==> config.mk <==
export PLATFORM = sky130hd
export DESIGN_NAME = mem_dump_reader
export DESIGN_NICKNAME = d
export VERILOG_FILES = /design/src/rtl/mem_dump_reader.sv
export SDC_FILE = /design/constraint.sdc
export NUM_CORES = 1
export LEC_CHECK = 0
export CAP_MARGIN = 20
export CORE_ASPECT_RATIO = 1.4
export CORE_MARGIN = 2
export CORE_UTILIZATION = 51
export CTS_CLUSTER_SIZE = 12
export DETAILED_ROUTE_END_ITERATION = 6
export PLACE_DENSITY = 0.95
export SYNTH_ARGS = -nofsm -noshare
export SYNTH_HDL_FRONTEND = slang
export SYNTH_SLANG_ARGS = --single-unit
==> constraint.sdc <==
create_clock -name i_clk -period 4.85 [get_ports i_clk]
set_input_delay 0.97 -clock i_clk [delete_from_list [all_inputs] [get_ports i_clk]]
set_output_delay 0.97 -clock i_clk [all_outputs]
set_load 0.02 [all_outputs]
==> src/rtl/mem_dump_reader.sv <==
// Memory dump reader: reads a block of words and streams them out MSB byte first.
// Define MEM_DUMP_CHECKSUM_EN to append an XOR checksum byte to every dump.
module mem_dump_reader #(
    parameter int NB_DATA    = 32,
    parameter int NB_BYTE    = 8,
    parameter int NB_ADDRESS = 6,
    parameter int NB_COUNT   = 5
) (
    input  logic                  i_clk,
    input  logic                  i_rst_n,
    input  logic                  i_start,
    input  logic [NB_ADDRESS-1:0] i_base_addr,
    input  logic [NB_COUNT-1:0]   i_word_count,
    output logic [NB_ADDRESS-1:0] o_mem_r_addr,
    output logic                  o_mem_r_en,
    output logic [1:0]            o_mem_r_addressing,
    input  logic [NB_DATA-1:0]    i_mem_r_data,
    output logic [NB_BYTE-1:0]    o_tx_data,
    output logic                  o_tx_valid,
    input  logic                  i_tx_ready,
    output logic                  o_busy,
    output logic                  o_done
);

    localparam int NB_BYTES = NB_DATA / NB_BYTE;
    localparam int NB_IDX   = (NB_BYTES > 1) ? $clog2(NB_BYTES) : 1;
    localparam logic [NB_IDX-1:0] LAST_IDX = NB_IDX'(NB_BYTES - 1);

    typedef enum logic [2:0] {
        ST_IDLE,
        ST_REQ,
        ST_WAIT,
        ST_SEND,
`ifdef MEM_DUMP_CHECKSUM_EN
        ST_CSUM,
`endif
        ST_FINISH
    } state_t;

`ifdef MEM_DUMP_CHECKSUM_EN
    localparam state_t ST_TAIL = ST_CSUM;
`else
    localparam state_t ST_TAIL = ST_FINISH;
`endif

    state_t                state;
    state_t                state_nxt;
    logic [NB_ADDRESS-1:0] addr;
    logic [NB_COUNT-1:0]   remaining;
    logic [NB_DATA-1:0]    shift;
    logic [NB_IDX-1:0]     idx;
    logic                  mem_r_en;
    logic                  tx_valid;
    logic [NB_BYTE-1:0]    tx_data;
    logic                  done;
`ifdef MEM_DUMP_CHECKSUM_EN
    logic [NB_BYTE-1:0]    csum;
`endif

    always_ff @(posedge i_clk or negedge i_rst_n) begin
        if (!i_rst_n) begin
            state <= ST_IDLE;
        end else begin
            state <= state_nxt;
        end
    end

    always_comb begin
        state_nxt = state;
        mem_r_en  = 1'b0;
        tx_valid  = 1'b0;
        tx_data   = '0;
        done      = 1'b0;
        unique case (state)
            ST_IDLE: begin
                if (i_start) begin
                    state_nxt = (i_word_count == '0) ? ST_TAIL : ST_REQ;
                end
            end
            ST_REQ: begin
                mem_r_en  = 1'b1;
                state_nxt = ST_WAIT;
            end
            ST_WAIT: state_nxt = ST_SEND;
            ST_SEND: begin
                tx_valid = 1'b1;
                tx_data  = shift[NB_DATA-1 -: NB_BYTE];
                if (i_tx_ready && idx == LAST_IDX) begin
                    state_nxt = (remaining == NB_COUNT'(1)) ? ST_TAIL : ST_REQ;
                end
            end
`ifdef MEM_DUMP_CHECKSUM_EN
            ST_CSUM: begin
                tx_valid = 1'b1;
                tx_data  = csum;
                if (i_tx_ready) begin
                    state_nxt = ST_FINISH;
                end
            end
`endif
            ST_FINISH: begin
                done      = 1'b1;
                state_nxt = ST_IDLE;
            end
            default: state_nxt = ST_IDLE;
        endcase
    end

    // Address wraps naturally at 2^NB_ADDRESS.
    always_ff @(posedge i_clk or negedge i_rst_n) begin
        if (!i_rst_n) begin
            addr      <= '0;
            remaining <= '0;
            shift     <= '0;
            idx       <= '0;
        end else begin
            if (state == ST_IDLE && i_start) begin
                addr      <= {i_base_addr[NB_ADDRESS-1:2], 2'b00};
                remaining <= i_word_count;
            end
            if (state == ST_WAIT) begin
                shift <= i_mem_r_data;
                idx   <= '0;
            end
            if (state == ST_SEND && i_tx_ready) begin
                shift <= shift << NB_BYTE;
                idx   <= idx + NB_IDX'(1);
                if (idx == LAST_IDX) begin
                    addr      <= addr + NB_ADDRESS'(4);
                    remaining <= remaining - NB_COUNT'(1);
                end
            end
        end
    end

`ifdef MEM_DUMP_CHECKSUM_EN
    always_ff @(posedge i_clk or negedge i_rst_n) begin
        if (!i_rst_n) begin
            csum <= '0;
        end else if (state == ST_IDLE && i_start) begin
            csum <= '0;
        end else if (state == ST_SEND && i_tx_ready) begin
            csum <= csum ^ shift[NB_DATA-1 -: NB_BYTE];
        end
    end
`endif

    assign o_mem_r_addr       = addr;
    assign o_mem_r_en         = mem_r_en;
    assign o_mem_r_addressing = 2'b00;
    assign o_tx_data          = tx_data;
    assign o_tx_valid         = tx_valid;
    assign o_busy             = (state != ST_IDLE);
    assign o_done             = done;

endmodule

==> key figures, run 1 <==
Min path
  – HP Class: register to register

Place
  – GP Congestion: ~0.83
  – HPWL Detailed: 3398 um
  – Post-placement cell count: roughly 340
  – Post-Place Cell Area: 2903 um^2
  – PortBufs: 62

Drt
  – DRT iter0 DRCs: 153
  – DR vias/cell: 5.467
  – Max Used Layer: met4
  – DR pass1 iterations: 4
  – Number of routed nets with antenna violations: 0
  – Via count: 1919
  – Final WL: 4919 um
  – Met2 routed WL: 2527 um
  – Wl on met1: 2038 um
  – Residual DRC: 0
  – Avg WL per Cell: between 10 and 15 um
  – Met3 Wirelength: 260 um

Cells and area
  – Ant diodes: 0
  – Area Growth Syn to Fin: 33.90%
  – # nets final: 341
  – FILL cells: 297
  – Commonest cells after routing, fill and taps aside: clkdlybuf4s50_1, nand2_1, dfrtp_1
  – Final Non-Filler Cells: 351
  – Design area: 3044 um^2
  – Layout cells sized above 1: 0.06529
  – Commonest non-fill, non-tap cell in the layout: clkdlybuf4s50_1

Floorplan
  – Die Ht: 83 um
  – Core Area: 4274 um^2
  – Die span in x: 60.43 um
  – DIE AREA: approximately 5000 um^2
  – Rows: 28
  – I/O pins: 67
  – Initial Utilization: 0.5319

Clock network
  – Hold_buf cts: 0
  – CTS tree: built
  – Clk_lat worst skew: ~0.30 ns
  – TritonCTS buffer count: 5
  – Root buffer cell: clkbuf_8
  – Max Root-Sink Buffers: 2
  – Post-CTS resize count: 0
  – Setup repair bufs after CTS: 0
  – Clk pin slew, worst setup/hold paths: 0.09 ns
  – CTS H-tree depth: 2
  – Clock sink count: 48

STA
  – Post-route minimum period: 3.104 ns
  – Max-slew violations: 0
  – Clk_skew: 0.002460 ns
  – RSZ-0062 raised after global routing: no
  – Final TNS setup: 0 ns
  – Least-Margin Pin Slew: 1.003 ns
  – Slew HR: 0.3219
  – Final Cycle Share: 0.6399
  – Final Hold Viols: 0
  – Endpoints failing setup: 0
  – Peak Freq: 322.2 MHz

Synth
  – Yosys cell types: 36
  – Syn_area_per_cell: 9.799 um^2
  – Cell Area, Synth: 2273 um^2
  – Yosys warnings: 0
  – Seq/Total Area, Yosys: 0.5283
  – Seq cells post-synth: 48
  – Area contributors post-synth: dfrtp_1, nand2_1, a22oi_1
  – Cells after synthesis: 232
  – Dominant cell type by area after synthesis: dfrtp_1
  – Post-synth top area share: 0.5283

GRT
  – First-pass GRT wire length: 8804 um
  – Vias in the first global route: 1929
  – GRT overflow: 0
  – Largest net degree at the start of global routing: 49
  – GR Util All Layers: 0.2257
  – Initial antenna violation count: 0

Critical path
  – Max incr delay on CP: 0.61 ns
  – Reg2Reg Setup Slack: 2.84 ns
  – CP Cell Sequence: and3b_1 > and2_1 > clkdlybuf4s50_1
  – Crit Path Max Fanout: 12
  – CP Data Arrival Time: 2.13 ns
  – Slowest CP cell: clkdlybuf4s50_1
  – Required time of the worst setup path: 3.88 ns
  – CP startpoint kind: register
  – WS Path Type: register to output port
  – Worst path bufs/invs: 1
  – Top delay family on crit path: simple AND/OR/NAND/NOR gates
  – Worst Setup End Kind: output port

Power and ir drop
  – Sw Share: 0.3850
  – Combinational power share: 0.434
  – VDD IR max: 0.0003154 V
  – Clock power frac: 0.170
  – Power Dens Cells: 585.6 nW/um^2
  – Pleak: 1.372 nW
  – Sequential share of power: 0.395
  – Switching pwr: ~690 uW
  – Internal: 1.096 mW

Run status
  – Status: finished, final reports clean

Flow run
  – Number of max-cap violations: 0
logic make-up after synthesis:
group                    share of synthesized area
AND/OR/NAND/NOR                             0.1992
other                                     0.001649
AO/OA/AOI/OAI                               0.1926
flip-flops                                  0.5283
buffers and inverters                      0.05614
adder cells (fa/ha/maj)                    0.02202
through the flow:
stage,setup slack [ns],power [mW],hold WS [ns],util
CTS,1.739,1.785,0.4807,0.7076
detailed placement,1.945,1.482,0.4590,0.6792
finish,1.746,1.783,0.4789,0.7122
global placement,1.996,1.442,0.4504,0.6792
global route,1.629,1.939,0.4937,0.7122
floorplan,2.554,1.214,0.4376,-
metal layers:
| metal | GRT usage | vias to the layer above |
|---|---|---|
| li1 | - | 924 |
| met1 | 0.3089 | 908 |
| met2 | 0.3557 | 81 |
| met3 | 0.03583 | 6 |
| met4 | 0.08498 | 0 |
| met5 | 0 | - |
worst paths after layout:
kind / to / cells after the start / start
worst max-delay path: o_tx_data[0] / 3 / state[0]
worst min-delay path: shift[29] / 2 / shift[29]
worst max register to register: idx[1] / 5 / state[0]
worst min register to register: shift[29] / 2 / shift[29]
max in group asynchronous: state[0] / 2 / i_rst_n
min in group asynchronous: remaining[3] / 1 / i_rst_n
registers in the layout, summed over array words and instances, names as in the netlist:
register,cells
shift,32
o_mem_r_addr,6
remaining,5
state,3
idx,2
power by group through the flow:
stage	logic, mW	clock network, mW	registers, mW
floorplan	0.534	0	0.680
global placement	0.743	0	0.698
detailed placement	0.772	0	0.710
CTS	0.778	0.304	0.703
global route	0.881	0.326	0.732
finish	0.775	0.303	0.705
worst reg2reg max path: stages, from the launching register on:
cell,delay (ns)
dfrtp_1,0.52
and4b_1,0.25
buf_4,0.22
nor2_2,0.42
buf_4,0.35
a22o_1,0.19
synthesized netlist by cell type:
library cell	instances
a211oi_1	1
a21oi_1	5
a22o_1	9
a22oi_1	26
a31oi_1	1
a32oi_1	1
and2_1	10
and3_1	1
and3b_1	1
and4b_1	1
buf_2	6
buf_4	3
buf_6	2
clkbuf_1	5
conb_1	1
dfrtp_1	48
ha_1	4
inv_1	9
nand2_1	58
nand3_1	4
nand4b_1	3
nor2_1	7
nor2_2	1
nor2b_1	1
nor3_1	4
nor3b_1	1
nor3b_2	1
nor4b_1	1
o21a_1	1
o21ai_0	8
o21ai_4	1
o221a_2	2
o22ai_1	2
o311ai_0	1
o32ai_1	1
or4b_4	1
cell type report:
cell class / count / area [um^2] / share of cell area
clock buffer: 6 / 82.58 / 0.02713
multi-input combinational: 160 / 954.7 / 0.3136
clock inverter: 2 / 38.79 / 0.01274
timing repair buffer: 66 / 658.1 / 0.2162
inverter: 9 / 33.78 / 0.01110
sequential: 48 / 1201 / 0.3946
tap: 60 / 75.07 / 0.02466
(Power assumes the default switching activity.)
==> inputs of run 2 (changes only) <==
- CORE_UTILIZATION: 51 -> 47
- PLACE_DENSITY: 0.95 -> 0.91
- clock period: 4.85 -> 2.9 ns (I/O delays scaled with it)
==> run 2 against run 1 <==
Net effect: count of clock-buffer cells in the layout unchanged; combinational power up 66%; critical path depth stayed put; first-iteration DRC count is 1.3% higher; power rose by 61%; critical path type unchanged; largest power group unchanged; highest routed layer unchanged.
==> key figures, run 2 (synthesis results as in run 1) <==
Place
  – Setup WS pre-CTS: just over 0.5 ns
  – GP Congestion: about 0.8
  – HPWL Detailed: between 3000 and 4000 um
  – PortBufs: between 60 and 70
  – Post-Place Cell Area: about 2900 um^2

Drt
  – Number of routed nets with antenna violations: 0
  – Final WL: 5038 um
  – DRT iter0 DRCs: around 160
  – Residual DRC: 0
  – DR vias/cell: between 5 and 6
  – DR pass1 iterations: 5
  – Via count: 1901
  – Avg WL per Cell: 14.27 um

STA
  – Final Hold Viols: 0
  – Clk_skew: 0.01098 ns
  – Peak Freq: 375.1 MHz
  – Final TNS setup: 0 ns
  – RSZ-0062 raised after global routing: no
  – Endpoints failing setup: 0
  – Slew HR: 0.5349
  – Max-slew violations: 0
  – Post-route minimum period: 2.666 ns
  – Final worst setup slack: between 0.2 and 0.25 ns
  – Final Cycle Share: 0.9194
  – Least-Margin Pin Slew: 0.6969 ns

Clock network
  – CTS tree: built
  – Setup repair bufs after CTS: 0
  – CTS H-tree depth: 2
  – Clk_lat worst skew: 0.29 ns
  – Hold_buf cts: 0
  – Clk pin slew, worst setup/hold paths: 0.09 ns
  – Clock sink count: 48
  – Post-CTS resize count: 0
  – Root buffer cell: clkbuf_8
  – Max Root-Sink Buffers: 2
  – TritonCTS buffer count: 5

Floorplan
  – Die Ht: 86.29 um
  – DIE AREA: 5417 um^2
  – Die span in x: 62.78 um
  – I/O pins: 67
  – Core Area: 4608 um^2
  – Initial Utilization: 0.4933
  – Rows: 29

Power and ir drop
  – VDD IR max: 0.0005437 V
  – Design Power: ~2.9 mW
  – Power Dens Cells: 953.0 nW/um^2
  – Pleak: 1.359 nW

Cells and area
  – Area Growth Syn to Fin: 32.47%
  – Footprint of the multi-input gates: 954.7 um^2
  – Commonest cells after routing, fill and taps aside: clkdlybuf4s50_1, nand2_1, dfrtp_1
  – Most flops, register: shift
  – Commonest non-fill, non-tap cell in the layout: clkdlybuf4s50_1
  – Fin util: 0.6535
  – Layout cells sized above 1: 0.06529
  – # nets final: 342
  – Sequential cell area: 1201 um^2
  – Largest register FFs: 32
  – Ant diodes: 0
  – FILL cells: 370
  – Design area: 3012 um^2

Critical path
  – CP startpoint kind: register
  – WS Path Type: register to output port
  – Slowest CP cell: clkdlybuf4s50_1
  – Crit Path Max Fanout: 12
  – Max incr delay on CP: 0.61 ns
  – CP Data Arrival Time: 2.09 ns
  – CP Cell Sequence: and3b_1 > and2_1 > clkdlybuf4s50_1
  – Worst Setup End Kind: output port
  – Reg2Reg Setup Slack: between 1 and 1.5 ns
  – Required time of the worst setup path: 2.32 ns

Min path
  – HP Class: primary input to asynchronous set/reset pin

GRT
  – Vias in the first global route: 1887
  – GR Util All Layers: 0.1996
  – Largest net degree at the start of global routing: 35
  – First-pass GRT wire length: 8645 um
  – Initial antenna violation count: 0
  – GRT overflow: 0

Flow run
  – Number of max-cap violations: 0

Run status
  – Status: finished, final reports clean
run 2: final cells by class:
class | instances | share of cell area
clock buffers | 6 | 0.02742
repair buffers | 67 | 0.2169
multi-input cells | 160 | 0.3170
inverters | 9 | 0.01122
well taps | 62 | 0.02576
clock inverters | 1 | 0.002908
flip-flops and latches | 48 | 0.3988
run 2: power by group:
part	internal (mW)	leakage [nW]	total, mW	switching, mW
logic	0.588	0.717	1.29	0.707
registers	0.964	0.594	1.18	0.213
clock network	0.190	0.0473	0.398	0.208
total	1.74	1.36	2.87	1.13
run 2: per-stage QoR:
stage	hold slack, ns	instances
after floorplan	0.2844	233
after global placement	0.4543	346
after detailed placement	0.4621	346
after CTS	0.2318	353
after global routing	0.2437	353
final	0.2211	353
run 2: critical path, delay by kind of cell, from the launching register on:
kind	cells	cell delay (ns)
AND/OR/NAND/NOR	2	0.61
buffers and inverters	1	0.61
flip-flops	1	0.57
run 2: layer usage:
metal,track usage,vias to the layer above,wire [um]
li1,-,928,-
met1,0.2528,905,2187
met2,0.3539,62,2574
met3,0.03377,6,204
met4,0.05657,0,70
met5,0,-,0
run 2: path summary, 6_finish.rpt:
check                           from      endpoint  cells past startpoint
setup / recovery            state[0]  o_tx_data[5]                      3
hold / removal               i_rst_n  remaining[2]                      1
setup reg to reg            state[1]      shift[4]                      4
hold reg to reg            shift[25]     shift[25]                      2
max in group asynchronous    i_rst_n     shift[20]                      2
min in group i_clk         shift[25]     shift[25]                      2
==> inputs of run 3 (changes only) <==
- CORE_UTILIZATION: 47 -> 62
- CTS_CLUSTER_DIAMETER: not set -> 80
- DONT_BUFFER_PORTS: not set -> 1
- PLACE_DENSITY: 0.91 -> 0.89
==> run 3 against run 2 <==
Net effect: cell count decreased by 23%; utilization is 1.1 points higher; count of clock-buffer cells in the layout is 1 lower; combinational power down 22%; maximum frequency up 15%; power down 8.8%; first-iteration DRC count shrank 70%; global-route usage grew 2.7 points; critical path depth down 1; clock skew down 0.0032 ns; non-clock buffer count is 63 lower; critical path type unchanged; largest cell class unchanged; largest power group is now sequential cells; highest routed layer unchanged.
==> key figures, run 3 (synthesis results as in run 1) <==
Critical path
  – WS Path Type: register to output port
  – Worst Setup End Kind: output port
  – Worst R2R Start: state[0]
  – R2R depth: 5
  – Reg-to-Reg End: o_mem_r_addr[4]
  – CP Cell Sequence: and3b_1 > and2_1
  – CP Data Arrival Time: 1.74 ns
  – Crit Path Max Fanout: 12
  – Reg2Reg Setup Slack: ~0.96 ns
  – Required time of the worst setup path: around 2.3 ns
  – CP startpoint kind: register
  – Max incr delay on CP: 0.58 ns
  – Slowest CP cell: dfrtp_1

STA
  – Peak Freq: 431.3 MHz
  – Final TNS setup: 0 ns
  – Clk_skew: 0.007826 ns
  – Endpoints failing setup: 0
  – Slew HR: 0.4032
  – Final Cycle Share: 0.7995
  – Final worst setup slack: 0.5815 ns
  – Post-route minimum period: between 2 and 2.5 ns
  – Least-Margin Pin Slew: 0.8828 ns
  – RSZ-0062 raised after global routing: no
  – Final Hold Viols: 0
  – Max-slew violations: 0
  – WHS: 0.1173 ns

Cells and area
  – Area Growth Syn to Fin: 4.678%
  – Sequential cell area: between 1000 and 1500 um^2
  – Most flops, register: shift
  – Largest register FFs: 32
  – Commonest non-fill, non-tap cell in the layout: nand2_1
  – Layout cells sized above 1: 0.07860
  – Final Non-Filler Cells: about 270
  – Fin util: 0.6650
  – Design area: 2380 um^2
  – FILL cells: 299
  – # nets final: 279
  – Commonest cells after routing, fill and taps aside: nand2_1, dfrtp_1, a22oi_1
  – Footprint of the multi-input gates: between 900 and 1000 um^2
  – Ant diodes: 0

Clock network
  – Post-CTS resize count: 0
  – Root buffer cell: clkbuf_8
  – Setup repair bufs after CTS: 0
  – Max Root-Sink Buffers: 2
  – CTS tree: built
  – Clk_lat worst skew: 0.30 ns
  – Clk pin slew, worst setup/hold paths: 0.09 ns
  – CTS H-tree depth: 2
  – Clock sink count: 48
  – TritonCTS buffer count: 5

Drt
  – Via count: around 1.7k
  – Number of routed nets with antenna violations: 0
  – Avg WL per Cell: around 17 um
  – DRT iter0 DRCs: 47
  – Final WL: 4508 um
  – Residual DRC: 0
  – DR pass1 iterations: 4
  – DR vias/cell: 6.159

Power and ir drop
  – Power Dens Cells: 1099 nW/um^2
  – Pleak: between 1 and 1.5 nW
  – Design Power: around 2.6 mW
  – VDD IR max: 0.0006555 V

GRT
  – GRT overflow: 0
  – Initial antenna violation count: 0
  – Vias in the first global route: 1621
  – Largest net degree at the start of global routing: 49
  – First-pass GRT wire length: 6789 um
  – GR Util All Layers: 0.2263

Place
  – GP Congestion: 0.7614
  – Setup WS pre-CTS: 0.9072 ns
  – Post-placement cell count: 262
  – HPWL Detailed: just over 3000 um
  – Post-Place Cell Area: 2265 um^2
  – PortBufs: 0

Floorplan
  – Die Ht: ~76 um
  – Rows: 26
  – Die span in x: 55.18 um
  – Core Area: 3578 um^2
  – Initial Utilization: 0.6353
  – DIE AREA: 4174 um^2
  – I/O pins: 67

Run status
  – Status: finished, final reports clean

Min path
  – HP Class: primary input to asynchronous set/reset pin

Flow run
  – Number of max-cap violations: 0
==> run 3: worst max-delay path by stage <==
stage | startpoint | to | slack, ns | cells past startpoint
final | state[0] | o_tx_data[5] | 0.58 | 2
after global routing | state[0] | o_tx_data[4] | 0.46 | 2
after CTS | state[0] | o_tx_data[5] | 0.56 | 2
after detailed placement | state[0] | o_tx_data[5] | 0.91 | 2
after global placement | state[0] | o_tx_data[5] | 0.93 | 2
after floorplan | state[2] | o_tx_data[0] | 0.99 | 4
==> run 3: where the power goes <==
group / internal [mW] / leakage, nW / switching, mW / total [mW]
Combinational: 0.386 / 0.482 / 0.626 / 1.01
Sequential: 0.963 / 0.594 / 0.250 / 1.21
Clock: 0.168 / 0.0479 / 0.222 / 0.390
==> run 3: cell type report <==
cell class | count | area share
well taps | 42 | 0.02208
flip-flops and latches | 48 | 0.5047
inverters | 9 | 0.01420
repair buffers | 4 | 0.02103
multi-input cells | 160 | 0.4012
clock buffers | 5 | 0.02892
clock inverters | 3 | 0.007886
==> run 3: what timing repair did <==
item,4_1_cts,5_1_grt
endpoints found under the setup margin,0,0
hold endpoints to repair,48,0
hold buffers,1,0
==> run 3: critical path, delay by kind of cell, from the launching register on <==
kind / cells / cell delay [ns]
flip-flops: 1 / 0.58
AND/OR/NAND/NOR: 2 / 0.86
==> run 3: routing by layer <==
| metal | vias to the layer above | part of all wire | wire length (um) | global-route usage |
|---|---|---|---|---|
| met1 | 798 | 0.39 | 1756 | 0.2582 |
| met2 | 59 | 0.52 | 2325 | 0.3889 |
| li1 | 805 | - | - | - |
| met4 | 0 | 0.013 | 60 | 0.07859 |
| met5 | - | 0 | 0 | 0 |
| met3 | 7 | 0.081 | 365 | 0.07647 |
